`config.mk`:
```
export PLATFORM = sky130hd
export DESIGN_NAME = alu_sequencer
export DESIGN_NICKNAME = d
export VERILOG_FILES = /design/src/rtl/alu_sequencer_pkg.sv /design/src/rtl/alu_seq_prog_mem.sv /design/src/rtl/alu_sequencer.sv
export SDC_FILE = /design/constraint.sdc
export NUM_CORES = 1
export LEC_CHECK = 0
export BUFFER_PORTS_ARGS = -buffer_cell sky130_fd_sc_hd__buf_2
export CAP_MARGIN = 25
export CORE_MARGIN = 5
export CORE_UTILIZATION = 45
export CTS_CLUSTER_DIAMETER = 30
export DETAILED_ROUTE_END_ITERATION = 10
export PLACE_DENSITY_LB_ADDON = 0.12
export SYNTH_ARGS = -nofsm -noshare
export SYNTH_HDL_FRONTEND = slang
export SYNTH_SLANG_ARGS = --single-unit
```
`constraint.sdc`:
```
create_clock -name i_clk -period 9.1 [get_ports i_clk]
set_input_delay 0.455 -clock i_clk [delete_from_list [all_inputs] [get_ports i_clk]]
set_output_delay 0.455 -clock i_clk [all_outputs]
set_load 0.1 [all_outputs]
```
`src/rtl/alu_sequencer_pkg.sv`:
```
// alu_sequencer_pkg: shared types for the ALU micro-sequencer
package alu_sequencer_pkg;

    localparam int INSTR_W = 16;

    typedef enum logic [3:0] {
        OP_ADD, OP_SUB, OP_AND, OP_OR, OP_XOR, OP_NOT, OP_SHL, OP_SHR,
        OP_PASS_A, OP_PASS_B, OP_INC, OP_DEC, OP_CMP, OP_NEG, OP_NOP, OP_CLR
    } operation;

    typedef struct packed {
        operation   op;
        logic [3:0] mux_addr;
        logic [2:0] rf_ce;
        logic       acc_ce;
        logic       end_flag;
        logic [2:0] rep;
    } instr_t;

    typedef enum logic [1:0] {IDLE, FETCH, ISSUE, DONE} seq_state_t;

endpackage

```
`src/rtl/alu_seq_prog_mem.sv`:
```
// alu_seq_prog_mem: single-port program RAM, synchronous write and synchronous read
module alu_seq_prog_mem
    import alu_sequencer_pkg::*;
#(
    parameter int DEPTH = 16,
    parameter int AW    = $clog2(DEPTH)
) (
    input  logic               i_clk,
    input  logic               i_we,
    input  logic [AW-1:0]      i_addr,
    input  logic [INSTR_W-1:0] i_wdata,
    output logic [INSTR_W-1:0] o_rdata
);

    logic [INSTR_W-1:0] mem_q [DEPTH];

    // The single port either writes or reads in a given cycle; contents are never reset
    always_ff @(posedge i_clk) begin
        if (i_we) mem_q[i_addr] <= i_wdata;
        else      o_rdata <= mem_q[i_addr];
    end

endmodule

```
`src/rtl/alu_sequencer.sv`:
```
// alu_sequencer: program-RAM driven micro-sequencer for the ALU control inputs
// Optional ALU_SEQ_STEP_EN adds i_step; issues then advance only on cycles with i_step=1.
module alu_sequencer
    import alu_sequencer_pkg::*;
#(
    parameter int PROG_DEPTH = 16,
    parameter int PC_W       = $clog2(PROG_DEPTH)
) (
    input  logic               i_clk,
    input  logic               i_rst,
    input  logic               i_start,
    input  logic               i_prog_we,
    input  logic [PC_W-1:0]    i_prog_addr,
    input  logic [INSTR_W-1:0] i_prog_data,
`ifdef ALU_SEQ_STEP_EN
    input  logic               i_step,
`endif
    output logic               o_busy,
    output logic               o_done,
    output logic [PC_W-1:0]    o_pc,
    output operation           o_operation_code,
    output logic               o_acumulator_ce,
    output logic [2:0]         o_register_file_ce,
    output logic [3:0]         o_register_file_mux_addr
);

    logic step;
`ifdef ALU_SEQ_STEP_EN
    assign step = i_step;
`else
    assign step = 1'b1;
`endif

    seq_state_t         state_q, state_d;
    logic [PC_W-1:0]    pc_q, pc_d;
    logic [2:0]         rep_q, rep_d;
    logic               first_q, first_d, rvalid_q, we_en, issue;
    instr_t             cur_q, cur_d, word;
    logic [INSTR_W-1:0] rdata;
    operation           op_q;
    logic [3:0]         mux_q;
    logic [2:0]         rf_ce_q;
    logic               acc_ce_q, busy_q, done_q;

    // The RAM is addressed with the next pc so the word is ready during FETCH;
    // a host write steals the port, which rvalid_q records so FETCH can retry.
    assign we_en = i_prog_we && state_q != FETCH && state_q != ISSUE;
    assign word  = first_q ? instr_t'(rdata) : cur_q;
    assign issue = state_d == ISSUE;

    alu_seq_prog_mem #(.DEPTH(PROG_DEPTH)) u_mem (
        .i_clk   (i_clk),
        .i_we    (we_en),
        .i_addr  (we_en ? i_prog_addr : pc_d),
        .i_wdata (i_prog_data),
        .o_rdata (rdata)
    );

    // Next-state logic: first_q marks a freshly fetched word whose repeat count is not yet loaded
    always_comb begin
        state_d = state_q;
        pc_d    = pc_q;
        rep_d   = rep_q;
        first_d = first_q;
        cur_d   = cur_q;
        case (state_q)
            IDLE: if (i_start) begin
                state_d = FETCH;
                pc_d    = '0;
                first_d = 1'b1;
            end
            FETCH: if (step && rvalid_q) begin
                state_d = ISSUE;
                cur_d   = word;
                rep_d   = first_q ? word.rep : rep_q - 3'd1;
                first_d = 1'b0;
            end
            ISSUE: if (rep_q != 3'd0) begin
                state_d = step ? ISSUE : FETCH;
                rep_d   = step ? rep_q - 3'd1 : rep_q;
            end else if (cur_q.end_flag || pc_q == PC_W'(PROG_DEPTH - 1)) begin
                state_d = DONE;
            end else begin
                state_d = FETCH;
                pc_d    = pc_q + PC_W'(1);
                first_d = 1'b1;
            end
            DONE: state_d = IDLE;
        endcase
    end

    // State and registered ALU controls; CEs only assert in ISSUE, op/mux hold otherwise
    always_ff @(posedge i_clk) begin
        if (i_rst) begin
            state_q  <= IDLE;
            pc_q     <= '0;
            rep_q    <= '0;
            first_q  <= 1'b0;
            rvalid_q <= 1'b0;
            cur_q    <= '0;
            op_q     <= operation'(0);
            mux_q    <= '0;
            rf_ce_q  <= '0;
            acc_ce_q <= 1'b0;
            busy_q   <= 1'b0;
            done_q   <= 1'b0;
        end else begin
            state_q  <= state_d;
            pc_q     <= pc_d;
            rep_q    <= rep_d;
            first_q  <= first_d;
            rvalid_q <= !we_en;
            cur_q    <= cur_d;
            op_q     <= issue ? cur_d.op : op_q;
            mux_q    <= issue ? cur_d.mux_addr : mux_q;
            rf_ce_q  <= issue ? cur_d.rf_ce : 3'd0;
            acc_ce_q <= issue && cur_d.acc_ce;
            busy_q   <= state_d == FETCH || state_d == ISSUE;
            done_q   <= state_d == DONE;
        end
    end

    assign o_busy                   = busy_q;
    assign o_done                   = done_q;
    assign o_pc                     = pc_q;
    assign o_operation_code         = op_q;
    assign o_acumulator_ce          = acc_ce_q;
    assign o_register_file_ce       = rf_ce_q;
    assign o_register_file_mux_addr = mux_q;

endmodule
```
## Word level (Yosys, flattened, before mapping)

Memories as Yosys holds them, arrays and structs flattened. A register that Yosys moved wholly into a read port is not among the register bits.
Cells that the tools add are included.

- $mul: 0
- Divide/modulo/power cells: 0
- Mux-type cells: 24
- Reductions and logical operators: 16
- $add $sub $neg: 2
- Shift-type cells: 0
- Bitwise operators: 1
- Order comparisons: 0
- Equality and inequality tests: 14

Operators with widths:

| kind | number |
|---|---|
| 16-bit two-way mux | 3 |
| 4-bit two-way mux | 4 |
| 2-bit inequality test (second input constant) | 6 |
| 3-bit two-way mux | 3 |
| 2-bit equality test (second input constant) | 4 |
| 2-bit two-way mux | 4 |
| 2-bit case mux with 4 select lines | 1 |
| 4-bit case mux with 2 select lines | 1 |
| 1-bit two-way mux | 6 |
| 3-bit case mux with 2 select lines | 1 |
| 3-bit AND reduction | 2 |
| 3-bit nonzero test | 2 |
| 5-bit AND reduction | 1 |
| 4-bit by 1-bit adder with 4-bit output (second input constant) | 1 |
| 2-bit by 1-bit equality test with 1-bit output (second input constant) | 2 |
| 4-bit equality test (second input constant) | 1 |
| 1-bit logical AND | 3 |
| 1-bit case mux with 3 select lines | 1 |
| 3-bit by 1-bit subtractor with 3-bit output (second input constant) | 1 |
| 1-bit logical NOT | 2 |
| 2-bit logical NOT | 1 |
| 1-bit logical OR | 2 |
| 2-bit by 1-bit inequality test with 1-bit output (second input constant) | 1 |
| 2-bit AND reduction | 1 |
| 3 further kinds | 3 |

- Bits in writable memories: 256
- Memories: 1
- Flip-flop bits (word level): 41
- Input port bits: 24
- Word-level logic and storage cells: 75
- Bits in latches: 0
- ROM bits: 0
- Output and inout bits: 18

Memories:

| name | words | bits a word | rd ports | clocked after memory_dff | write ports | line | RTL |
|---|---|---|---|---|---|---|---|
| u_mem.mem_q | 16 | 16 | 1 | 1 | 1 | alu_seq_prog_mem.sv:15 | `logic [INSTR_W-1:0] mem_q [DEPTH];` |

## Depth between registers and ports, before layout

- Depth in word-level cells: 8
- Gate-level depth with buffers: 12
- Mapped depth without buffers: 9

## Cells and area by module

From an unflattened synthesis, not the netlist that was laid out.

- Cells, all modules: 607
- Area, all modules: 11857.6 µm²

Modules (own cells, without submodules):

| module | cells each | seq. area each (µm²) | instances | area each (µm²) |
|---|---|---|---|---|
| alu_seq_prog_mem | 435 | 8167.8 | 1 | 10252.3 |
| alu_sequencer | 172 | 760.7 | 1 | 1605.3 |

## Worst setup path before layout

OpenSTA, ideal clock, no wires.

- Path kind: register to register
- Start: reg pc_q[1] (netlist: o_pc[1])
- End: mem u_mem.mem_q[10][0], enable pin
- Setup time: 0.388 ns
- Required time: 8.712 ns
- Path slack: 5.130 ns
- Path buffers: 3
- Clock period less this slack: 3.970 ns
- Cell stages (with the launch flop): 11
- Arrival: 3.582 ns
- Path through: dfxtp_1 > ha_1 > and3_1 > nor4_1 > a31oi_1 > o2bb2ai_1 > buf_2 > clkbuf_1 > buf_2 > nand2_1 > nor2_1

- Word-level cells in the longest chain between the ends: 6
- Elaborated cells on any way between the ends: 8
- Classes of those cells: 1 x add/sub; 1 x eq/ne; 5 x mux; 1 x reduce/logical

RTL lines:

| what | line | RTL |
|---|---|---|
| start: declaration | alu_sequencer.sv:35 | `logic [PC_W-1:0] pc_q, pc_d;` |
| start signal: assignment | alu_sequencer.sv:109 | `pc_q <= pc_d;` |
| parallel branches: the longest is 4 deep, another holds 4-bit by 1-bit adder with 4-bit output | - |  |
| 4-bit case mux with 2 select lines * | alu_sequencer.sv:66 | `case (state_q)` |
| 4-bit two-way mux * | alu_sequencer.sv:54 | `.i_addr (we_en ? i_prog_addr : pc_d),` |
| end: declaration | alu_seq_prog_mem.sv:15 |  |

Mark *: on every way between the ends.

## Worst setup path after layout

- Start: reg state_q[1]
- End: mem u_mem.mem_q[6][5], enable pin

- Word-level cells in the longest chain between the ends: 5
- Elaborated cells on any way between the ends: 10
- Classes of those cells: 3 x eq/ne; 4 x mux; 3 x reduce/logical

RTL lines:

| what | line | RTL |
|---|---|---|
| start: declaration | alu_sequencer.sv:34 | `seq_state_t state_q, state_d;` |
| start signal: assignment | alu_sequencer.sv:108 | `state_q <= state_d;` |
| 2-bit by 1-bit inequality test with 1-bit output | alu_sequencer.sv:47 | `assign we_en = i_prog_we && state_q != FETCH && state_q != ISSUE;` |
| 1-bit logical AND (2 in series) | alu_sequencer.sv:47 |  |
| 1-bit two-way mux | alu_seq_prog_mem.sv:19 | `if (i_we) mem_q[i_addr] <= i_wdata;` |
| 1-bit two-way mux (not written as such) | alu_seq_prog_mem.sv:19 |  |

Several ways; a longest one is shown, not always the timed one.

==> impl_metrics.toml <==
[outcome]
status = "complete, no violations"

[logic_synthesis]
synthArstFlopShare_pct = 0
synth-main-ff-cell = "edfxtp_1"
ys_seq_area_share_pct = 70.9
syn_avg_cell_area_um2 = 14.1
synth-edff-count = 272
syn_area_um2 = 12600
yosysMostFrequentCell = "edfxtp_1"
ys_seq_elements = 310
yosys.area.top_type = "edfxtp_1"
synthDistinctLibCells = 54
postSynthCellCount = 890
syn-num-nets = 919
yosysWarnings = 0
synthTopCellsByArea = "edfxtp_1, dfxtp_1, mux2i_1"
synthTopCellsByCount = "edfxtp_1, nand2_1, nand3_1"
synth_top_area_share_pct = 64.9

[clock_network]
cts_tree = "done"
root_buffer = "clkbuf_16"
clkSinkCount = 310
clkTransAtPathRegs_ns = 0.05
cts.repair.resized = 0
post_cts_buffers = 0
cts_buffers = 60
insertion_delay_ns = 0.56
clk_path_buf_depth = 3
hold_buffers = 0
htreeDepth = 2

[floorplanning]
num_rows = 61
core_area_um2 = 27700
die-area_um2 = 31400
boundaryPins = 42
die_w_um = 177
die_h_um = 177
start_util_pct = 45.4

[sta]
min_period_over_period_pct = 46.5
fin_tns_setup_ns = 0
rsz0062_at_grt = "no"
finalMaxSlewViolations = 0
hold_violations = 0
maxSlewHeadroom_pct = 30.4
clock.fmax_mhz = 236
worst_pin_slew_ns = 1.04
finalSetupViolCount = 0
period_minus_slack_ns = 4.23
fin_skew_ns = 0.0102

[worst_setup_path]
critical_path_required_ns = 9.26
start_kind = "flip-flop"
crit_path_max_fanout = 61
path_class = "reg -> reg"
cp_data_arrival_time_ns = 4.39
cp-end-kind = "flip-flop"

[power]
p_comb_share_pct = 7.4
p_leak_nw = 5.28
pwr-share-clk_pct = 53.8
swShare_pct = 22.6
seq_power_share_pct = 38.8
peakVddDrop_mv = 0.145
p_switching_mw = 0.936
powerDensity_nw_per_um2 = 270
p_total_mw = 4.14
p_int_mw = 3.21

[final_layout]
n_antenna_cell = 0
n_fill_cell = 2238
syn_to_final_growth_pct = 21.9
nNetsFinal = 988
drive_above_1_share_pct = 22.9

[routing]
vias = 7812
wl_per_cell_um = 22.5
drt_iter0_drc = 581
route.detailed.drc = 0
avgViaCountPerCell = 5.65
totalWireLength_um = 31100
first_pass_iters = 6
ant_nets = 0

[placement]
routabilityCongestion = 0.851
port_buffers = 41
dp_hpwl_um = 18000

[grt]
grt_pass1_wl_um = 47100
antenna_found_initial = 0
grt_max_degree = 75
grt_overflow = 0
grt_pass1_vias = 7711
track_usage_pct = 19.8

[run]
maxCapViolCount = 0

[min_path]
hold_class = "in -> reg"
-- state kept, by name (all words and copies together) (netlist names), 2 cells and up --
signal	cells
state_q	2
o_register_file_mux_addr	4
u_mem.mem_q	256
o_operation_code	4
cur_q	13
o_register_file_ce	3
rep_q	3
u_mem.o_rdata	16
o_pc	4
-- final timing paths --
check | from | endpoint | slack [ns] | depth (start not counted)
max | state_q[1]$_SDFF_PP0_ | u_mem.mem_q[6][5]$_DFFE_PP_ | 4.87 | 9
min | i_prog_data[5] | u_mem.mem_q[3][5]$_DFFE_PP_ | 0.28 | 1
max reg2reg | state_q[1]$_SDFF_PP0_ | u_mem.mem_q[6][5]$_DFFE_PP_ | 4.87 | 9
min reg2reg | rep_q[1]$_SDFFE_PP0P_ | rep_q[1]$_SDFFE_PP0P_ | 0.45 | 2
-- final cells by class --
| cell class | count | area, µm² | area share, % |
|---|---|---|---|
| sequential | 310 | 8930 | 58.2 |
| multi-input combinational | 511 | 3390 | 22.1 |
| clock buffer | 64 | 1540 | 10.0 |
| clock inverter | 44 | 544 | 3.55 |
| tap | 378 | 473 | 3.08 |
| timing repair buffer | 68 | 438 | 2.85 |
| inverter | 8 | 30.0 | 0.196 |
-- power groups by stage --
| stage | combinational, mW | sequential, mW | clock [mW] |
|---|---|---|---|
| after floorplan | 0.192 | 1.64 | 0 |
| after global placement | 0.301 | 1.63 | 0 |
| after detailed placement | 0.304 | 1.63 | 0 |
| after CTS | 0.306 | 1.61 | 2.27 |
| after global routing | 0.332 | 1.61 | 2.34 |
| final | 0.305 | 1.61 | 2.23 |
-- routing by layer --
layer | vias to the layer above | GRT usage, % | routed length [µm] | share of wire, %
li1 | 3619 | - | - | -
met1 | 3864 | 28.1 | 13600 | 44
met2 | 285 | 31.7 | 14800 | 47
met3 | 44 | 4.19 | 2260 | 7.2
met4 | 0 | 4.80 | 480 | 1.5
met5 | - | 0 | 0 | 0
-- layout by cell type (no fill, tap or decap), types with 4 or more instances in the layout --
cell	n
clkinv_2	15
nand4_1	48
nand2_1	91
buf_8	4
edfxtp_1	272
a221o_1	31
a211oi_1	10
inv_1	6
bufinv_16	11
nor3_2	5
a21oi_1	51
o211ai_1	32
buf_2	41
o21ai_0	6
dfxtp_1	38
mux2i_1	39
nor2_2	13
nor2_1	28
and3_1	4
buf_4	23
and2_1	4
clkinvlp_4	4
clkbuf_16	61
ha_1	5
clkinv_1	5
nand3_1	70
nand2b_1	6
clkinv_4	7
mux2_2	29
-- cells by family after synthesis --
logic type / Yosys count / share of synthesized area, %
multiplexers: 71 / 6.05
AO/OA/AOI/OAI: 150 / 8.71
buffers and inverters: 69 / 2.71
AND/OR/NAND/NOR: 285 / 11.1
adder cells (fa/ha/maj): 5 / 0.497
flip-flops: 310 / 70.9
-- per-stage QoR --
step	area, µm²	hold WS, ns	worst slack, ns	std cells	utilization (%)
after global placement	13200	0.441	4.77	1271	47.6
after floorplan	12600	0.432	5.13	890	-
final	15300	0.284	4.87	1383	55.4
after CTS	15300	0.258	4.78	1381	55.3
after detailed placement	13200	0.448	4.82	1273	47.8
after global routing	15300	0.276	4.56	1383	55.4
-- critical path: stages (launching register included) --
cell and delay, ns:
dfxtp_1 0.61, nand2b_4 0.13, and3_1 0.28, inv_2 0.43, nor2_2 0.04, buf_4 0.27
a21oi_4 0.15, buf_4 0.69, nand2_1 0.33, nor2_2 0.87
Power figures use the tool's default switching activity.
